==> src/rtl/store_buffer_pkg.sv <==
// Shared types for the store buffer: bus word/lane types, FIFO entry layout,
// bus size encodings and the drain FSM states.
package store_buffer_pkg;

  typedef logic [31:0] word_t;
  typedef logic [3:0]  m_wen_t;

  typedef struct packed {
    word_t  addr;
    m_wen_t en;
    word_t  wd;
  } sb_entry_t;

  localparam logic [1:0] SIZE_BYTE = 2'd0;
  localparam logic [1:0] SIZE_HALF = 2'd1;
  localparam logic [1:0] SIZE_WORD = 2'd2;

  typedef enum logic [1:0] {
    S_IDLE,
    S_REQ,
    S_WAIT
  } sb_state_t;

endpackage

==> src/rtl/sb_size_decode.sv <==
// Byte-lane enables to bus transfer size and low address bits; purely combinational.
// Unlisted lane patterns fall through as a word access at the original offset.
module sb_size_decode
  import store_buffer_pkg::*;
(
  input  m_wen_t     en,
  input  logic [1:0] addr_lo,
  output logic [1:0] size,
  output logic [1:0] bus_lo
);

  always_comb begin
    size   = SIZE_WORD;
    bus_lo = addr_lo;
    case (en)
      4'b1111: begin size = SIZE_WORD; bus_lo = 2'b00; end
      4'b0011: begin size = SIZE_HALF; bus_lo = 2'b00; end
      4'b1100: begin size = SIZE_HALF; bus_lo = 2'b10; end
      4'b0001: begin size = SIZE_BYTE; bus_lo = 2'b00; end
      4'b0010: begin size = SIZE_BYTE; bus_lo = 2'b01; end
      4'b0100: begin size = SIZE_BYTE; bus_lo = 2'b10; end
      4'b1000: begin size = SIZE_BYTE; bus_lo = 2'b11; end
      default: ;
    endcase
  end

endmodule

==> src/rtl/store_buffer.sv <==
// Posted-write buffer draining committed stores in order to the data bus; a push can request
// the bus the next cycle, push_ready drops only when full. Load forwarding under STORE_BUF_FWD_EN.
module store_buffer
  import store_buffer_pkg::*;
#(
  parameter  int DEPTH = 4,
  localparam int PTR_W = $clog2(DEPTH)
) (
  input  logic        clk,
  input  logic        resetn,
  input  logic        push_valid,
  output logic        push_ready,
  input  word_t       push_addr,
  input  m_wen_t      push_en,
  input  word_t       push_wd,
  input  logic        ld_valid,
  input  word_t       ld_addr,
  input  m_wen_t      ld_en,
  output logic        ld_stall,
  output logic        ld_fwd_valid,
  output word_t       ld_fwd_data,
  output logic        empty,
  output logic        data_req,
  output logic        data_wr,
  output logic [1:0]  data_size,
  output word_t       data_addr,
  output word_t       data_wdata,
  output m_wen_t      data_wstrb,
  input  logic        data_addr_ok,
  input  logic        data_data_ok
);

  sb_entry_t        mem [DEPTH];
  logic [DEPTH-1:0] vld;
  logic [PTR_W:0]   rd_ptr, wr_ptr, rd_nxt, wr_nxt;
  sb_state_t        state;
  logic             full, fifo_empty, push_fire, pop, remain;
  sb_entry_t        push_ent, head_src;
  logic [1:0]       nxt_size, nxt_lo;
  logic [DEPTH-1:0] match;
  logic [1:0]       unused_ld_lo;

  assign full       = (rd_ptr ^ wr_ptr) == {1'b1, {PTR_W{1'b0}}};
  assign fifo_empty = rd_ptr == wr_ptr;
  assign push_ready = !full;
  assign push_fire  = push_valid && !full;
  assign pop        = data_data_ok && ((state == S_REQ && data_addr_ok) || state == S_WAIT);
  assign rd_nxt     = rd_ptr + {{PTR_W{1'b0}}, pop};
  assign wr_nxt     = wr_ptr + {{PTR_W{1'b0}}, push_fire};
  assign remain     = rd_nxt != wr_nxt;
  assign push_ent   = '{addr: push_addr, en: push_en, wd: push_wd};
  // The next head may be the store being written this very cycle.
  assign head_src   = (rd_nxt == wr_ptr) ? push_ent : mem[rd_nxt[PTR_W-1:0]];
  assign empty      = fifo_empty && state == S_IDLE;
  assign data_wr    = data_req;
  assign unused_ld_lo = ld_addr[1:0];

  sb_size_decode u_size_decode (
    .en      (head_src.en),
    .addr_lo (head_src.addr[1:0]),
    .size    (nxt_size),
    .bus_lo  (nxt_lo)
  );

  always_ff @(posedge clk) begin
    if (push_fire) mem[wr_ptr[PTR_W-1:0]] <= push_ent;
  end

  always_ff @(posedge clk or negedge resetn) begin
    if (!resetn) begin
      rd_ptr     <= '0;
      wr_ptr     <= '0;
      vld        <= '0;
      state      <= S_IDLE;
      data_req   <= 1'b0;
      data_size  <= '0;
      data_addr  <= '0;
      data_wdata <= '0;
      data_wstrb <= '0;
    end else begin
      rd_ptr <= rd_nxt;
      wr_ptr <= wr_nxt;
      if (pop)       vld[rd_ptr[PTR_W-1:0]] <= 1'b0;
      if (push_fire) vld[wr_ptr[PTR_W-1:0]] <= 1'b1;
      // Head stays buffered (and visible to loads) until its write completes.
      if (state == S_REQ && data_addr_ok && !data_data_ok) begin
        state    <= S_WAIT;
        data_req <= 1'b0;
      end else if (state == S_IDLE || pop) begin
        if (remain) begin
          state      <= S_REQ;
          data_req   <= 1'b1;
          data_size  <= nxt_size;
          data_addr  <= {head_src.addr[31:2], nxt_lo};
          data_wdata <= head_src.wd;
          data_wstrb <= head_src.en;
        end else begin
          state    <= S_IDLE;
          data_req <= 1'b0;
        end
      end
    end
  end

  always_comb begin
    match = '0;
    for (int i = 0; i < DEPTH; i++) begin
      match[i] = vld[i] && (mem[i].addr[31:2] == ld_addr[31:2]) && |(mem[i].en & ld_en);
    end
  end

`ifdef STORE_BUF_FWD_EN
  m_wen_t           cov;
  word_t            merged;
  logic [PTR_W-1:0] fidx;
  logic             fwd_ok;

  // Walk oldest to newest so the newest matching store wins each lane.
  always_comb begin
    cov    = '0;
    merged = '0;
    fidx   = '0;
    for (int k = 0; k < DEPTH; k++) begin
      fidx = rd_ptr[PTR_W-1:0] + PTR_W'(k);
      if (match[fidx]) begin
        for (int b = 0; b < 4; b++) begin
          if (mem[fidx].en[b] && ld_en[b]) begin
            cov[b]           = 1'b1;
            merged[8*b +: 8] = mem[fidx].wd[8*b +: 8];
          end
        end
      end
    end
  end

  assign fwd_ok       = |match && (cov == ld_en);
  assign ld_fwd_valid = ld_valid && fwd_ok;
  assign ld_fwd_data  = ld_fwd_valid ? merged : '0;
  assign ld_stall     = ld_valid && |match && !fwd_ok;
`else
  assign ld_fwd_valid = 1'b0;
  assign ld_fwd_data  = '0;
  assign ld_stall     = ld_valid && |match;
`endif

endmodule

==> config.mk <==
export PLATFORM = sky130hd
export DESIGN_NAME = store_buffer
export DESIGN_NICKNAME = d
export VERILOG_FILES = /design/src/rtl/store_buffer_pkg.sv /design/src/rtl/sb_size_decode.sv /design/src/rtl/store_buffer.sv
export SDC_FILE = /design/constraint.sdc
export NUM_CORES = 1
export LEC_CHECK = 0
export ABC_AREA = 0
export CAP_MARGIN = 20
export CORE_ASPECT_RATIO = 0.7
export CORE_MARGIN = 8
export CORE_UTILIZATION = 45
export CTS_BUF_LIST = sky130_fd_sc_hd__clkbuf_2
export DETAILED_ROUTE_END_ITERATION = 10
export HOLD_SLACK_MARGIN = 0.08
export PLACE_DENSITY_LB_ADDON = 0.12
export SYNTH_ARGS = -nofsm -noshare
export SYNTH_HDL_FRONTEND = slang
export SYNTH_SLANG_ARGS = --single-unit
==> constraint.sdc <==
create_clock -name clk -period 8.1 [get_ports clk]
set_input_delay 1.62 -clock clk [delete_from_list [all_inputs] [get_ports clk]]
set_output_delay 1.62 -clock clk [all_outputs]
set_load 0.01 [all_outputs]
; ---- Word level (Yosys, flattened, before mapping)
; Memories as Yosys holds them, arrays and structs flattened.
; Cells that the tools add are included.
[totals]
regBits = 83
output_inout_bits = 108
mem_bits_rw = 272
in_bits = 110
n_memories = 1
[memory_table]
columns = name, depth, word_bits, read_ports, rd_ports_with_merged_regs, write_ports, line_no
row1 = mem, 4, 68, 5, 0, 1, store_buffer.sv:33  ; sb_entry_t mem [DEPTH];
[op_classes]
n_lt_le_gt_ge = 4
mux = 17
bitwise = 9
n_reduce_logical = 32
add_sub_neg = 2
n_eq_ne = 17
[ops]
columns = cell, n
row1 = 30-bit == test, 4
row2 = 68-bit two-way mux, 1
row3 = 4-bit OR reduction, 6
row4 = 4-bit bitwise AND, 5
row5 = 1-bit logical AND, 16
row6 = 4-bit == test (second input constant), 3
row7 = 4-bit by 2-bit == test with 1-bit output (second input constant), 2
row8 = 1-bit two-way mux, 8
row9 = 4-bit two-way mux, 2
row10 = 2-bit case mux with 4 select lines, 1
row11 = 3-bit by 1-bit adder with 3-bit output, 2
row12 = 3-bit == test, 2
row13 = 2-bit by 3-bit < comparator with 1-bit output (second input constant), 2
row14 = 1-bit demux with 2-bit select, 2
row15 = 4-bit by 1-bit == test with 1-bit output (second input constant), 1
row16 = 4-bit by 3-bit == test with 1-bit output (second input constant), 1
row17 = 2-bit by 1-bit greater-or-equal comparator with 1-bit output (second input constant), 2
row18 = 2-bit two-way mux, 2
row19 = 4-bit NOT, 1
row20 = 4-bit OR, 1
row21 = 2-bit case mux with 2 select lines, 1
row22 = 2-bit OR reduction, 2
row23 = 3-bit == test (second input constant), 1
row24 = 3-bit != test, 1
row25 = 10 further kinds, 12

; ---- Depth between registers and ports, before layout
; Gate-level depths: netlist of the first run.
[logic_depth]
ltp_word = 10
depth_mapped = 13
ltp_nobuf = 11

; ---- Cells and area by module
; A second synthesis of the first run with hierarchy kept.
[hier_totals]
hier_cells = 893
hier_area_um2 = 15710.1
[modules_own_cells]
columns = module, seq_area_each_um2, area_per_inst_um2, instances, cells_per_inst
row1 = store_buffer, 10219.8, 15591.2, 1, 874
row2 = sb_size_decode, 0.0, 118.9, 1, 19

; ---- Least setup slack after synthesis of the first run
; OpenSTA, ideal clock, no wires.
[synth_path]
path_kind = input-to-reg
startpoint = input port push_valid
endpoint = memory mem[2][0] in the netlist's numbering (enable)
cell_stages = 2
arrival_time_ns = 6.335
setup_ns = 0.580
slack_ns = 1.185
cell_sequence = nand2_1 nor3_1
[synth_via]
elab_chain_len = 3
[synth_lines]
columns = item, line_no
row1 = "start, declared", store_buffer.sv:11  ; input logic push_valid,
row2 = 1-bit logical AND, store_buffer.sv:46  ; assign push_fire = push_valid && !full;
row3 = 1-bit two-way mux, store_buffer.sv:66  ; if (push_fire) mem[wr_ptr[PTR_W-1:0]] <= push_ent;
row4 = 1-bit two-way mux (not written as such), store_buffer.sv:66
row5 = "end, declared", store_buffer.sv:33
; No other way between the ends.

; ---- Final worst setup path of the first run
[layout_path]
startpoint = input port ld_addr[22]
endpoint = output port ld_stall
[layout_via]
elab_chain_len = 5
elab_cells_between_ends = 14
cone_classes = 4 x eq/ne / 10 x reduce/logical
[layout_lines]
columns = item, line_no
row1 = "start, declared", store_buffer.sv:17  ; input word_t ld_addr,
row2 = 30-bit == test, store_buffer.sv:108  ; match[i] = vld[i] && (mem[i].addr[31:2] == ld_addr[31:2]) && |(mem[i].en & ld_en);
row3 = 1-bit logical AND (2 in series), store_buffer.sv:108
row4 = 4-bit OR reduction *, store_buffer.sv:143  ; assign ld_stall = ld_valid && |match;
row5 = 1-bit logical AND *, store_buffer.sv:143
row6 = "end, declared", store_buffer.sv:19  ; output logic ld_stall,
; Mark *: on every way between the ends. The rest lies on a longest branch, timed or not.

==> flow_summary.json, run 1 <==
{
  "status": "completed",
  "die_height_um": 172,
  "synth_ff_type": "edfxtp_1",
  "busiest_layer": "met2",
  "slowest_stage": "nor4_1",
  "dieArea_mm2": 0.0411,
  "synthArstFlopShare_pct": 23.2,
  "yosysTopAreaCellShare_pct": 52.2,
  "drt-pass1-iter-count": 4,
  "wl_per_cell_um": 22.4,
  "cts_buffer_depth": 3,
  "place_ws_ns": 2.07,
  "min_period_ns": 6.17,
  "cp.required_ns": 6.48,
  "rsz0062_at_grt": "no",
  "area_delta_synth_final_pct": 19.1,
  "nets": 1316,
  "final_common_cell": "edfxtp_1",
  "die_w_um": 239,
  "fin_crit_sh_pct": 76.2,
  "drtIter0Drc": 608,
  "clk_pin_slew_ns": 0.09,
  "worstHoldStart": "data_wstrb[1]$_DFFE_PN0P_",
  "regArea_mm2": 0.0102,
  "hold_path_class": "reg2reg",
  "use_met2_pct": 28.0,
  "cp.arrival_ns": 4.55,
  "multi_input_area_mm2": 0.00497,
  "finalSetupViolations": 0,
  "swShare_pct": 37.0,
  "power.leakage_nw": 6.92,
  "p_clk_share_pct": 17.1,
  "path_cells": "clkdlybuf4s50_1 -> xnor2_1 -> nand4_1 -> nor4_1 -> nand3_1 -> a41oi_1 -> clkdlybuf4s50_1",
  "worstSetupPathType": "in2out",
  "irDropWorstVdd_v": 0.000368,
  "cts_tree": "yes",
  "yosysSeqAreaShare_pct": 65.4,
  "drtAntennaViolNets": 0,
  "p_comb_share_pct": 45.6,
  "ys_types": 49,
  "fin_skew_ns": 0.0645,
  "worst_hold_slack_ns": 0.484,
  "critPathMostFrequentCell": "clkdlybuf4s50_1",
  "layout-drive-gt1-share_pct": 18.9,
  "syn_avg_cell_area_um2": 15.8,
  "final_cell_mix": "edfxtp_1, clkdlybuf4s50_1, clkbuf_2, xnor2_1, dfrtp_1",
  "setup_tns_ns": 0,
  "grt_pass1_vias": 9542,
  "worst_slew_pin_slew_ns": 0.903,
  "power-per-cell-area_mw_per_mm2": 402,
  "portBuffers": 182,
  "finalHoldViolCount": 0,
  "postCtsSetupRepairBufs": 0,
  "htreeDepth": 3,
  "synthCells": 988,
  "via_per_inst": 5.14,
  "grt_use_met3_pct": 7.01,
  "startpoint": "ld_addr[22]",
  "slew_violations": 0,
  "num_vias": 8979,
  "p_switching_w": 0.00277,
  "gp_congestion": 0.819,
  "core-area_mm2": 0.0344,
  "critPathMaxStageDelay_ns": 0.67,
  "pwr-share-seq_pct": 37.3,
  "cts-resized-gates": 0,
  "cp-end-kind": "primary output",
  "intPower_w": 0.00471,
  "fmax_mhz": 162,
  "gr-total-overflow": 0,
  "synth_area_mm2": 0.0156,
  "antenna_found_initial": 6,
  "drt_wl_total_mm": 39.2,
  "critical_path.max_fanout": 4,
  "ys_top_cells_by_area": "edfxtp_1, dfrtp_1, mux4_2",
  "start_util_pct": 45.4,
  "rows": 57,
  "cts_hold_buf": 0,
  "synth_warnings": 0,
  "dpl.hpwl_mm": 25.6,
  "grtUsageTotal_pct": 19.2,
  "maxSlewHeadroom_pct": 39.8,
  "timing.final.ws_setup_ns": 1.93,
  "cts_inserted_buffers": 86,
  "reg2reg_from": "state[1]$_DFFE_PN0P_",
  "synth_seq_cells": 354,
  "cts_sinks": 354,
  "io-pin-count": 218,
  "synth_area_leader_cell": "edfxtp_1",
  "max_cap_viol_count": 0,
  "grt_pass1_wl_mm": 58.8,
  "synth-edff-count": 272,
  "grt_max_degree": 142,
  "drc": 0,
  "fillers": 2906,
  "grtUsageMet1_pct": 27.2,
  "cts_root_buf": "clkbuf_2",
  "cp-start-kind": "input pin",
  "clock_latency_ns": 0.97
}
-- cell usage after synthesis (all sizes together), types with 5 or more instances --
| cell type | instances |
|---|---|
| xnor2 | 113 |
| xor2 | 18 |
| edfxtp | 272 |
| nor3 | 7 |
| clkbuf | 36 |
| dfrtp | 82 |
| inv | 9 |
| buf | 63 |
| nand4 | 28 |
| mux4 | 68 |
| mux2i | 68 |
| mux2 | 5 |
| nand2 | 80 |
| o21ai | 73 |
| nand3 | 6 |
| nor2 | 10 |
| nor4 | 8 |
-- power groups by stage --
stage          Sequential (W)  Clock, W  Combinational, W
2_1_floorplan         0.00288         0           0.00232
3_3_place_gp          0.00282         0           0.00346
3_5_place_dp          0.00284         0           0.00348
4_1_cts               0.00280   0.00133           0.00349
5_1_grt               0.00285   0.00141           0.00376
6_report              0.00279   0.00128           0.00341
-- sequential cells by signal, indices dropped and copies added, names as in the netlist --
signal / flops
mem: 272
data_addr: 32
data_wdata: 32
data_wstrb: 4
vld: 4
rd_ptr: 3
wr_ptr: 3
data_size: 2
state: 2
-- through the flow --
step / area [um^2] / total power, W / instances / util, %
after detailed placement: 17700 / 0.00631 / 1586 / 51.5
after global placement: 17700 / 0.00629 / 1586 / 51.5
final: 18600 / 0.00749 / 1746 / 54.1
after global routing: 18600 / 0.00802 / 1746 / 54.1
after floorplan: 15800 / 0.00520 / 1020 / -
after CTS: 18600 / 0.00762 / 1744 / 54.0
-- routing by layer --
metal | routed length, um | up-vias | share of wire, %
met5 | 55 | - | 0.14
li1 | - | 4131 | -
met3 | 3030 | 49 | 7.7
met1 | 18300 | 4514 | 47
met4 | 468 | 8 | 1.2
met2 | 17300 | 277 | 44
-- area by class of cell --
class / instances / area share, %
Clock inverter: 21 / 1.02
Clock buffer: 137 / 3.68
Multi-Input combinational cell: 558 / 26.7
Sequential cell: 354 / 54.9
Timing Repair Buffer: 193 / 10.3
Antenna cell: 2 / 0.0269
Inverter: 9 / 0.181
Tap cell: 472 / 3.17
-- cells by family (layout without fill, tap and decap cells) --
kind of cell | after synthesis | after routing | share of synthesized area (%)
multiplexers | 141 | 141 | 14.5
adder cells (fa/ha/maj) | 4 | 4 | 0.320
XOR/XNOR | 132 | 132 | 7.53
buffers and inverters | 108 | 360 | 4.01
flip-flops | 354 | 354 | 65.4
other | 1 | 35 | 0.0240
AND/OR/NAND/NOR | 150 | 150 | 4.53
AO/OA/AOI/OAI | 98 | 98 | 3.70
-- worst max-delay path: cells and delay by family --
kind | cells | cell delay (ns)
AO/OA/AOI/OAI | 1 | 0.33
XOR/XNOR | 1 | 0.44
buffers and inverters | 2 | 1.12
AND/OR/NAND/NOR | 3 | 1.04
-- final timing paths --
path / cells past startpoint / endpoint / slack (ns)
max: 7 / ld_stall / 1.93
min: 2 / data_wstrb[1]$_DFFE_PN0P_ / 0.48
max reg2reg: 9 / data_wdata[12]$_DFFE_PN0P_ / 4.43
min reg2reg: 2 / data_wstrb[1]$_DFFE_PN0P_ / 0.48
max in group asynchronous: 2 / data_addr[30]$_DFFE_PN0P_ / 6.26
min in group asynchronous: 1 / data_addr[27]$_DFFE_PN0P_ / 0.66
No activity file was read; power rests on OpenSTA's default activity.
==> inputs of run 2 (changes only) <==
- clock period: 8.1 -> 5.09 ns (I/O delays scaled with it)
==> run 2 against run 1 <==
Against the previous run: cell area increased by 0.49%; power increased by 60%; routed wire length is 2.3% higher; via count is 2.1% higher; clock skew fell by 0.0020 ns; worst hold slack got worse by 0.35 ns; cell count increased by 0.86%; worst setup slack lost 1.5 ns; register-to-register slack worse by 2.5 ns; sequential cell count did not move; global-route usage is 0.43 points higher; count of clock-buffer cells in the layout is 9 lower.
==> flow_summary.json, run 2 (synthesis results as in run 1) <==
{
  "design_area_mm2": 0.0187,
  "largest_reg_flops": 272,
  "drc": 0,
  "slowest_stage": "clkdlybuf4s50_1",
  "cp-end-kind": "primary output",
  "clk_pin_slew_ns": 0.10,
  "grt_pass1_vias": 9553,
  "cts_buffer_depth": 3,
  "via_per_inst": 5.21,
  "fin_skew_ns": 0.0625,
  "cts_tree": "yes",
  "p_switching_w": 0.00450,
  "nets": 1328,
  "drt-pass1-iter-count": 5,
  "p_clk_share_pct": 16.4,
  "fin_crit_sh_pct": 92.4,
  "htreeDepth": 3,
  "status": "completed",
  "gp_congestion": 0.797,
  "cp.required_ns": 4.07,
  "core-area_mm2": 0.0344,
  "postCtsSetupRepairBufs": 0,
  "grt_pass1_wl_mm": 60.0,
  "dpl.hpwl_mm": 26.7,
  "cts_hold_buf": 0,
  "path_cells": "clkdlybuf4s50_1 -> xnor2_1 -> nand4_1 -> nor4_1 -> buf_4 -> nand3_1 -> a41oi_1 -> clkdlybuf4s50_1",
  "cp.arrival_ns": 3.69,
  "cts_inserted_buffers": 87,
  "die_w_um": 239,
  "grtUsageTotal_pct": 19.6,
  "max_cap_viol_count": 0,
  "p_comb_share_pct": 46.5,
  "drtIter0Drc": 678,
  "power.total_w": 0.0120,
  "cts_root_buf": "clkbuf_2",
  "hold_path_class": "in2async",
  "rsz0062_at_grt": "no",
  "swShare_pct": 37.7,
  "min_period_ns": 4.70,
  "worst_slew_pin_slew_ns": 0.935,
  "portBuffers": 182,
  "critPathBufInv": 3,
  "cts-resized-gates": 0,
  "num_vias": 9171,
  "gr-total-overflow": 0,
  "drtAntennaViolNets": 0,
  "intPower_w": 0.00745,
  "area_delta_synth_final_pct": 19.7,
  "rows": 57,
  "finalHoldViolCount": 0,
  "io-pin-count": 218,
  "wl_per_cell_um": 22.8,
  "clock_latency_ns": 0.98,
  "critPathMaxStageDelay_ns": 0.59,
  "final_common_cell": "edfxtp_1",
  "crit_family": "buffers and inverters",
  "cts_sinks": 354,
  "critical_path.max_fanout": 4,
  "power.leakage_nw": 6.96,
  "slew_violations": 0,
  "critPathMostFrequentCell": "clkdlybuf4s50_1",
  "cp-start-kind": "input pin",
  "worstSetupPathType": "in2out",
  "power-per-cell-area_mw_per_mm2": 639,
  "timing.final.ws_setup_ns": 0.387,
  "place_ws_ns": 0.414,
  "final_cell_mix": "edfxtp_1, clkdlybuf4s50_1, clkbuf_2, xnor2_1, dfrtp_1",
  "dieArea_mm2": 0.0411,
  "irDropWorstVdd_v": 0.000376,
  "maxSlewHeadroom_pct": 37.3,
  "die_height_um": 172,
  "layout-drive-gt1-share_pct": 19.3,
  "fmax_mhz": 213,
  "antenna_found_initial": 7,
  "drt_wl_total_mm": 40.1,
  "grt_max_degree": 75,
  "placed_cell_area_mm2": 0.0179,
  "pwr-share-seq_pct": 37.2,
  "fillers": 2934,
  "finalSetupViolations": 0,
  "start_util_pct": 45.4
}
## run 2: cell types whose count changed in the layout (fill, tap and decap cells not counted), sizes merged
| cell | delta |
|---|---|
| buf | +11 |
| clkinv | +11 |
| clkbuf | -9 |
| diode | +3 |
| bufinv | -2 |
| inv | +1 |
## run 2: per-layer routing
metal | vias to the layer above | track usage, % | routed length (um)
li1 | 4177 | - | -
met1 | 4634 | 27.4 | 18300
met2 | 287 | 29.2 | 17900
met3 | 63 | 7.05 | 3210
met4 | 10 | 4.93 | 549
met5 | - | 0 | 70
## run 2: worst paths after layout
| check | start | to | slack, ns | cells past startpoint |
|---|---|---|---|---|
| min | resetn | data_addr[25]$_DFFE_PN0P_ | 0.14 | 1 |
| max reg2reg | state[0]$_DFFE_PN0P_ | data_addr[0]$_DFFE_PN0P_ | 1.92 | 9 |
| min in group clk | data_addr[27]$_DFFE_PN0P_ | data_addr[27]$_DFFE_PN0P_ | 0.48 | 2 |
| max in group asynchronous | resetn | data_addr[27]$_DFFE_PN0P_ | 3.91 | 2 |
| min reg2reg | data_addr[27]$_DFFE_PN0P_ | data_addr[27]$_DFFE_PN0P_ | 0.48 | 2 |
| max | ld_addr[18] | ld_stall | 0.39 | 8 |
## run 2: cell type report
cell class / instances / area (um^2) / area share [%]
Timing Repair Buffer: 204 / 2060 / 11.0
Antenna cell: 5 / 12.5 / 0.0669
Sequential cell: 354 / 10200 / 54.6
Inverter: 9 / 33.8 / 0.181
Clock buffer: 128 / 641 / 3.42
Tap cell: 472 / 591 / 3.16
Clock inverter: 31 / 183 / 0.976
Multi-Input combinational cell: 558 / 4970 / 26.6
## run 2: power groups by stage
stage	logic [W]	clock network [W]	registers, W
after global routing	0.00608	0.00217	0.00453
after CTS	0.00566	0.00202	0.00445
final	0.00555	0.00196	0.00444
after floorplan	0.00369	0	0.00459
after detailed placement	0.00564	0	0.00451
after global placement	0.00561	0	0.00449
## run 2: metrics by stage
step                      setup TNS, ns  std cells  utilization, %  hold WS [ns]
after global placement                0       1596            51.9         0.460
after CTS                             0       1756            54.3        0.0956
after floorplan                 -168.48       1020               -         0.449
after global routing                  0       1758            54.3         0.118
after detailed placement              0       1597            51.9         0.469
final                                 0       1761            54.3         0.138
## run 2: worst register-to-register path: stages, from the launching register on
cell	delay (ns)
dfrtp_1	0.46
nand2b_1	0.19
a21oi_2	0.30
ha_4	0.20
ha_4	0.29
xnor2_1	0.28
nand3_4	0.42
mux2_2	0.45
o32ai_1	0.37
o31ai_1	0.11
==> inputs of run 3 (changes only) <==
- clock period: 5.09 -> 5 ns (I/O delays scaled with it)
==> run 3 against run 2 <==
Against the previous run: register-to-register slack lost 0.07 ns; first-iteration DRC count is 1.9% higher; worst setup slack got worse by 0.048 ns; largest cell class unchanged; critical path depth down 1.
==> flow_summary.json, run 3 (synthesis results as in run 1) <==
{
  "critPathMaxStageDelay_ns": 0.60,
  "grtUsageMet1_pct": 27.9,
  "dp_cells": 1593,
  "critical_path.max_fanout": 4,
  "rsz0062_at_grt": "no",
  "critPathBufInv": 2,
  "num_vias": 9151,
  "grt_pass1_wl_mm": 60.1,
  "htreeDepth": 3,
  "core-area_mm2": 0.0344,
  "grt_pass1_vias": 9612,
  "worstSetupPathType": "in2out",
  "cts_root_buf": "clkbuf_2",
  "portBuffers": 182,
  "antenna_found_initial": 10,
  "dpl.hpwl_mm": 25.9,
  "cts_sinks": 354,
  "critPathMostFrequentCell": "clkdlybuf4s50_1",
  "gr-total-overflow": 0,
  "layout-drive-gt1-share_pct": 19.0,
  "drt-pass1-iter-count": 4,
  "maxSlewHeadroom_pct": 36.7,
  "cts_tree": "yes",
  "slowest_stage": "clkdlybuf4s50_1",
  "cp-start-kind": "input pin",
  "postCtsSetupRepairBufs": 0,
  "wl_per_cell_um": 22.6,
  "fin_crit_sh_pct": 93.2,
  "fmax_mhz": 215,
  "status": "completed",
  "rows": 57,
  "cts_inserted_buffers": 86,
  "fin_skew_ns": 0.0618,
  "power.total_w": 0.0121,
  "start_util_pct": 45.4,
  "hold_path_class": "in2async",
  "worst_slew_pin_slew_ns": 0.950,
  "design_area_mm2": 0.0187,
  "via_per_inst": 5.20,
  "cts-resized-gates": 0,
  "area_delta_synth_final_pct": 19.4,
  "drc": 0,
  "ff2ff_path_depth": 9,
  "clock_latency_ns": 0.96,
  "busiest_layer": "met2",
  "irDropWorstVdd_v": 0.000708,
  "largest_reg_flops": 272,
  "slew_violations": 0,
  "cp-end-kind": "primary output",
  "grtUsageTotal_pct": 19.6,
  "grt_max_degree": 142,
  "die_height_um": 172,
  "power-per-cell-area_mw_per_mm2": 649,
  "max_cap_viol_count": 0,
  "io-pin-count": 218,
  "path_cells": "clkdlybuf4s50_1 -> xnor2_1 -> nand4_1 -> nor4_1 -> nand3_1 -> a41oi_1 -> clkdlybuf4s50_1",
  "placed_cell_area_mm2": 0.0178,
  "drtAntennaViolNets": 0,
  "cts_hold_buf": 0,
  "use_met2_pct": 28.1,
  "crit_family": "buffers and inverters",
  "min_period_ns": 4.66,
  "gp_congestion": 0.819,
  "finalSetupViolations": 0,
  "final_cell_mix": "edfxtp_1, clkdlybuf4s50_1, clkbuf_2, xnor2_1, dfrtp_1",
  "drt_wl_total_mm": 39.7,
  "cp.arrival_ns": 3.66,
  "final_cell_count_no_fill": 1760,
  "nets": 1323,
  "dieArea_mm2": 0.0411,
  "final_common_cell": "edfxtp_1",
  "clk_pin_slew_ns": 0.12,
  "cp.required_ns": 4.00,
  "finalHoldViolCount": 0,
  "grt_use_met3_pct": 7.26,
  "drtIter0Drc": 691,
  "power.leakage_nw": 6.94,
  "cp.depth": 7,
  "die_w_um": 239,
  "cts_buffer_depth": 3
}
==> run 3: worst register-to-register path, cell delays in order (launching register included) <==
cell and delay (ns):
dfrtp_1 0.44, nand2b_1 0.18, a21oi_2 0.39, ha_4 0.21, ha_4 0.28, xnor2_1 0.27
nand3_4 0.40, mux2i_1 0.50, o32ai_1 0.15, o31ai_1 0.23
==> run 3: worst paths after layout <==
check | to | from | slack (ns)
setup / recovery | ld_stall | ld_addr[10] | 0.34
hold / removal | vld[0]$_DFF_PN0_ | resetn | 0.16
setup reg to reg | data_addr[0]$_DFFE_PN0P_ | state[0]$_DFFE_PN0P_ | 1.85
hold reg to reg | data_addr[31]$_DFFE_PN0P_ | data_addr[31]$_DFFE_PN0P_ | 0.49
max in group asynchronous | data_wdata[29]$_DFFE_PN0P_ | resetn | 3.87
min in group clk | data_addr[31]$_DFFE_PN0P_ | data_addr[31]$_DFFE_PN0P_ | 0.49
==> run 3: layout make-up <==
class / instances / area, um^2
Fill cell: 2927 / 15800
Tap cell: 472 / 591
Inverter: 9 / 33.8
Sequential cell: 354 / 10200
Clock inverter: 23 / 139
Multi-Input combinational cell: 558 / 4970
Antenna cell: 6 / 15.0
Clock buffer: 138 / 691
Timing Repair Buffer: 200 / 2000
==> run 3: layer usage <==
| metal | share of wire (%) | routed length, um |
|---|---|---|
| met1 | 46 | 18300 |
| met2 | 43 | 17200 |
| met3 | 8.8 | 3480 |
| met4 | 1.3 | 534 |
| met5 | 0.25 | 99 |
==> run 3: power by group <==
| part | total, W | switching (W) | internal, W | leakage [nW] |
|---|---|---|---|---|
| Sequential | 0.00451 | 0.000391 | 0.00412 | 3.49 |
| Clock | 0.00200 | 0.00117 | 0.000825 | 0.637 |
| Combinational | 0.00561 | 0.00298 | 0.00263 | 2.81 |
| Total | 0.0121 | 0.00454 | 0.00758 | 6.94 |
==> run 3: stage by stage <==
step | setup WS (ns) | hold WS, ns | util [%] | TNS, ns
6_report | 0.339 | 0.158 | 54.2 | 0
5_1_grt | 0.191 | 0.0778 | 54.2 | 0
4_1_cts | 0.428 | 0.108 | 54.1 | 0
3_5_place_dp | 0.445 | 0.468 | 51.7 | 0
3_3_place_gp | 0.439 | 0.460 | 51.7 | 0
2_1_floorplan | -1.29 | 0.449 | - | -178.41
